## config.mk

```make
export PLATFORM = sky130hd
export DESIGN_NAME = fft64_sched
export DESIGN_NICKNAME = d
export VERILOG_FILES = /design/src/rtl/fft64_sched.sv
export SDC_FILE = /design/constraint.sdc
export NUM_CORES = 1
export LEC_CHECK = 0
export ABC_AREA = 1
export BUFFER_PORTS_ARGS = -buffer_cell sky130_fd_sc_hd__buf_4
export CAP_MARGIN = 20
export CORE_MARGIN = 2
export CORE_UTILIZATION = 45
export CTS_CLUSTER_DIAMETER = 100
export DETAILED_ROUTE_END_ITERATION = 8
export GPL_TIMING_DRIVEN = 0
export PLACE_DENSITY = 0.69
export SLEW_MARGIN = 0
export SYNTH_ARGS = -nofsm -noshare
export SYNTH_HDL_FRONTEND = slang
export SYNTH_SLANG_ARGS = --single-unit
```

## constraint.sdc

```tcl
create_clock -name clk -period 5 [get_ports clk]
set_input_delay 0.5 -clock clk [delete_from_list [all_inputs] [get_ports clk]]
set_output_delay 0.5 -clock clk [all_outputs]
set_load 0.005 [all_outputs]
```

## src/rtl/fft64_sched.sv

```systemverilog
// fft64_sched: two-pass 64-point FFT sequencer around the 8-point core.
// Pass 0 issues stride-8 groups, pass 1 contiguous groups; pass 1 cannot
// start reading until the eighth pass-0 result has been written back.
// Optional macro FFT64_SCHED_STALL_EN adds a `stall` input gating issue.
module fft64_sched #(
  parameter int RD_LAT   = 1,
  parameter int CORE_LAT = 2
) (
  input  logic       clk,
  input  logic       rst_n,
  input  logic       start,
`ifdef FFT64_SCHED_STALL_EN
  input  logic       stall,
`endif
  output logic       busy,
  output logic       done,
  output logic       pass,
  output logic       rd_en,
  output logic [2:0] rd_grp,
  output logic       core_vld_in,
  input  logic       core_vld_out,
  output logic       wr_en,
  output logic [2:0] wr_grp
);

  // Elaboration-time sanity check on the latency parameters.
  if (RD_LAT < 1 || CORE_LAT < 1) begin : g_param_chk
    $error("fft64_sched: RD_LAT and CORE_LAT must be >= 1");
  end

  typedef enum logic [1:0] {IDLE, ISSUE, DRAIN, DONE} state_e;

  state_e            state_q, state_d;
  logic              pass_q, pass_d;
  logic [2:0]        rd_cnt_q, rd_cnt_d;
  logic [2:0]        wr_cnt_q, wr_cnt_d;
  logic              rd_en_q, rd_en_d;
  logic [2:0]        rd_grp_q, rd_grp_d;
  logic              busy_q, busy_d;
  logic              done_q, done_d;
  logic [RD_LAT-1:0] vld_pipe_q, vld_pipe_d;

  logic       stall_w;
  logic       clr;
  logic       issue;
  logic       wr_last;
  logic [2:0] rd_base;

`ifdef FFT64_SCHED_STALL_EN
  assign stall_w = stall;
`else
  assign stall_w = 1'b0;
`endif

  // Write-back is combinational so the group index lines up with core output.
  assign wr_en   = core_vld_out & busy_q;
  assign wr_grp  = wr_cnt_q;
  assign wr_last = wr_en & (wr_cnt_q == 3'd7);

  // State register.
  always_ff @(posedge clk or negedge rst_n) begin
    if (!rst_n) state_q <= IDLE;
    else        state_q <= state_d;
  end

  // Next state, pass and counters; the issue decision is taken on the edge
  // entering ISSUE so the first read appears the cycle right after start.
  always_comb begin
    state_d  = state_q;
    pass_d   = pass_q;
    clr      = 1'b0;
    rd_cnt_d = rd_cnt_q;
    wr_cnt_d = wr_cnt_q;
    case (state_q)
      IDLE:  if (start) begin state_d = ISSUE; pass_d = 1'b0; clr = 1'b1; end
      ISSUE: ;
      DRAIN: if (wr_last) begin
               if (!pass_q) begin state_d = ISSUE; pass_d = 1'b1; clr = 1'b1; end
               else         state_d = DONE;
             end
      DONE:  state_d = IDLE;
      default: state_d = IDLE;
    endcase
    rd_base = clr ? 3'd0 : rd_cnt_q;
    if (clr)        wr_cnt_d = 3'd0;
    else if (wr_en) wr_cnt_d = wr_cnt_q + 3'd1;
    issue = (state_d == ISSUE) & ~stall_w;
    if (clr) rd_cnt_d = 3'd0;
    if (issue) begin
      rd_cnt_d = rd_base + 3'd1;
      if (rd_base == 3'd7) state_d = DRAIN;
    end
  end

  // Registered outputs derived from the upcoming state and issue decision.
  always_comb begin
    busy_d        = (state_d == ISSUE) || (state_d == DRAIN);
    done_d        = (state_d == DONE);
    rd_en_d       = issue;
    rd_grp_d      = issue ? rd_base : rd_grp_q;
    vld_pipe_d    = vld_pipe_q;
    vld_pipe_d[0] = rd_en_q;
    for (int i = 1; i < RD_LAT; i++) vld_pipe_d[i] = vld_pipe_q[i-1];
  end

  // Datapath registers; reset aborts a transform without a done pulse.
  always_ff @(posedge clk or negedge rst_n) begin
    if (!rst_n) begin
      pass_q     <= 1'b0;
      rd_cnt_q   <= 3'd0;
      wr_cnt_q   <= 3'd0;
      rd_en_q    <= 1'b0;
      rd_grp_q   <= 3'd0;
      busy_q     <= 1'b0;
      done_q     <= 1'b0;
      vld_pipe_q <= '0;
    end else begin
      pass_q     <= pass_d;
      rd_cnt_q   <= rd_cnt_d;
      wr_cnt_q   <= wr_cnt_d;
      rd_en_q    <= rd_en_d;
      rd_grp_q   <= rd_grp_d;
      busy_q     <= busy_d;
      done_q     <= done_d;
      vld_pipe_q <= vld_pipe_d;
    end
  end

  assign busy        = busy_q;
  assign done        = done_q;
  assign pass        = pass_q;
  assign rd_en       = rd_en_q;
  assign rd_grp      = rd_grp_q;
  assign core_vld_in = vld_pipe_q[RD_LAT-1];

endmodule

```

==> impl_metrics.py <==
metrics = {
    "clock_tree": {
        "cts_tree": "done",
        "cts_hold_buf": 0,
        "cts-root-buf": "clkbuf_4",
        "cts_max_level": 1,
        "cts_setup_buffers": 0,
        "clock_path_buffers": 2,
        "numCtsBuffers": 3,
        "clock_latency_ps": 290,
        "postCtsResizedCells": 0,
        "cts.clk_slew.worst_paths_ps": 100,
        "clkSinkCount": 16,
    },
    "route": {
        "vias_per_cell": 4.873,
        "vias": 536,
        "drtIter0Drc": 3,
        "drtAntennaViolNets": 0,
        "wire_per_inst_um": 11.16,
        "dr.pass1.iters": 4,
        "wl_mm": 1.228,
        "drc": 0,
    },
    "critical_path": {
        "crit_path_start_kind": "flip-flop",
        "worstPathArrival_ps": 2510,
        "end_kind": "flip-flop",
        "cp_max_fo": 4,
        "worstPathCellList": "ha_1, ha_1, inv_1, nor2_4, nand3_1, nand3_1, inv_1, ha_1, ha_1, a21boi_0, ha_1",
        "crit_required_ps": 5180,
        "path_class": "reg2reg",
        "slowest_delay_ps": 390,
        "critPathSlowestCell": "dfrtp_1",
        "cp_common_cell": "ha_1",
    },
    "sta": {
        "drv_slew": 0,
        "timing.fmax_mhz": 429.2,
        "final.period_utilization_pct": 46.60,
        "max-slew-margin-rel_pct": 83.82,
        "hold_violations": 0,
        "setup_violations": 0,
        "worstMarginPinSlew_ps": 240.6,
        "skew_ps": 2.658,
        "fin_crit_ps": 2330,
        "setup_tns_ps": 0,
        "rsz0062_at_grt": "false",
    },
    "placement": {
        "place_inst": 106,
        "gp_congestion": 0.7768,
        "dp_hpwl_um": 872.8,
        "io_buffers": 15,
    },
    "die": {
        "ioPinCount": 16,
        "die_h_um": 45.82,
        "die_w_um": 45.82,
        "die_area_mm2": 0.002099,
        "start_util_pct": 46.59,
        "rows": 15,
        "core_mm2": 0.001689,
    },
    "synth": {
        "yosys_warnings": 0,
        "synth_top_cell_area_share_pct": 50.87,
        "syn_nets": 83,
        "synthCells": 74,
        "synth.avg_cell_area_um2": 10.64,
        "async_flop_share_pct": 100.0,
        "muxShareOfSynthArea_pct": 0,
        "yosys-top-cells-area": "dfrtp_1, ha_1, nand2_2",
        "ys_ff_latch": 16,
        "synthDistinctLibCells": 15,
        "synth_common_cells": "dfrtp_1, nand2_1, nand2_2",
        "synth_area_leader_cell": "dfrtp_1",
        "synth-xor-area-share_pct": 1.113,
        "synthMostInstantiatedCell": "dfrtp_1",
        "synth_compound_gate_area_share_pct": 6.677,
        "synth-main-ff-cell": "dfrtp_1",
        "syn_area_um2": 787.0,
        "yosysSeqAreaShare_pct": 50.87,
        "synthAdderAreaFrac_pct": 7.949,
        "synth-edff-count": 0,
        "synth_top_family_by_area": "simple AND/OR/NAND/NOR gates",
        "synth-simple-area-share_pct": 26.55,
    },
    "pwr": {
        "power.density_mw_per_mm2": 592.3,
        "power.share.sequential_pct": 36.8,
        "clkPwrFrac_pct": 15.4,
        "swShare_pct": 36.72,
        "internal-power_uw": 358.7,
        "power.leakage_nw": 0.4945,
        "p_switching_uw": 208.2,
        "power_frac_comb_pct": 47.8,
        "peakVddDrop_uv": 234.7,
    },
    "grt": {
        "grt_pass1_wl_mm": 2.104,
        "grt_util_met2_pct": 22.54,
        "use_met1_pct": 18.43,
        "top_usage_layer": "met2",
        "first_global_vias": 509,
        "use_met3_pct": 3.571,
        "grt_max_degree": 17,
        "antenna_found_initial": 0,
        "grt.overflow.total": 0,
        "grtUsageTotal_pct": 14.38,
    },
    "layout": {
        "nNetsFinal": 103,
        "antennaDiodeCount": 0,
        "syn_to_final_growth_pct": 21.62,
        "drive_gt1_share_pct": 41.94,
        "final_cells": 110,
        "fillers": 153,
    },
    "worst_hold_path": {
        "hold_class": "in2async",
    },
    "run": {
        "drv_cap": 0,
    },
    "run_status": {
        "status": "finished clean",
    },
}
[flip-flops by register name, indices dropped and copies added, names as in the netlist]
| register | cells |
|---|---|
| core_vld_in | 1 |
| done | 1 |
| state_q | 2 |
| rd_cnt_q | 3 |
| busy | 1 |
| wr_grp | 3 |
| rd_en | 1 |
| pass | 1 |
| rd_grp | 3 |
[power by group through the flow]
stage	sequential, mW	combinational [mW]	clock, mW
4_1_cts	0.210	0.276	0.0912
3_3_place_gp	0.212	0.267	0
5_1_grt	0.216	0.309	0.0937
6_report	0.209	0.271	0.0873
2_1_floorplan	0.214	0.185	0
3_5_place_dp	0.213	0.274	0
[cell usage in the layout (no fill, tap or decap)]
cell type	synthesis	final
ha_1	5	5
nand2_4	2	2
xor2_1	1	1
nor2_4	2	2
nand3_4	1	1
nor2_1	2	2
dfrtp_1	16	16
inv_1	9	9
buf_4	0	15
buf_12	1	1
nand2_2	10	10
clkbuf_8	0	1
o21ai_2	4	4
a21boi_0	1	1
clkbuf_4	0	3
a21oi_1	2	2
nand3_1	7	7
nand2_1	11	11
[critical path, delay by kind of cell (launching register included)]
family / cells / cell delay (ps)
fa+ha+maj: 5 / 980
simple gates: 3 / 460
flops: 1 / 390
compound gates: 1 / 230
buf+inv: 2 / 150
[area by class of cell]
| type | count | area, µm² | share of cell area (%) |
|---|---|---|---|
| Sequential cell | 16 | 400.4 | 41.83 |
| Multi-Input combinational cell | 48 | 332.8 | 34.77 |
| Timing Repair Buffer | 15 | 112.6 | 11.76 |
| Clock buffer | 4 | 36.28 | 3.791 |
| Inverter | 9 | 33.78 | 3.529 |
| Tap cell | 17 | 21.27 | 2.222 |
| Buffer | 1 | 20.02 | 2.092 |
[cell families (layout without fill, tap and decap cells)]
| family | Yosys count | count (layout) |
|---|---|---|
| simple gates | 35 | 35 |
| flops | 16 | 16 |
| buf+inv | 10 | 29 |
| compound gates | 7 | 7 |
| fa+ha+maj | 5 | 5 |
| xor+xnor | 1 | 1 |
[stage by stage]
| step | power [mW] | hold WS (ps) | util (%) | setup slack, ps | area [µm²] |
|---|---|---|---|---|---|
| floorplan | 0.3991 | 204.4 | - | 2884 | 787.0 |
| global placement | 0.4787 | 367.2 | 54.52 | 2636 | 920.9 |
| detailed placement | 0.4862 | 369.4 | 54.52 | 2647 | 920.9 |
| CTS | 0.5770 | 43.72 | 56.67 | 2606 | 957.2 |
| global route | 0.6182 | 53.31 | 56.67 | 2443 | 957.2 |
| finish | 0.5669 | 46.98 | 56.67 | 2670 | 957.2 |
[final timing paths]
kind	startpoint	endpoint	slack [ps]	depth (start not counted)
min	rst_n	pass$_DFFE_PN0P_	50	1
max reg2reg	wr_grp[0]$_DFFE_PN0P_	busy$_DFF_PN0_	2670	11
max	wr_grp[0]$_DFFE_PN0P_	busy$_DFF_PN0_	2670	11
min in group clk	rd_en$_DFF_PN0_	core_vld_in$_DFF_PN0_	390	0
max in group asynchronous	rst_n	wr_grp[2]$_DFFE_PN0P_	4780	1
min reg2reg	rd_en$_DFF_PN0_	core_vld_in$_DFF_PN0_	390	0
[layer usage]
metal	vias up	wire length, µm
met5	-	0
met2	11	589
met3	2	41
met1	246	579
met4	0	17
li1	277	-
Power figures use the tool's default switching activity.
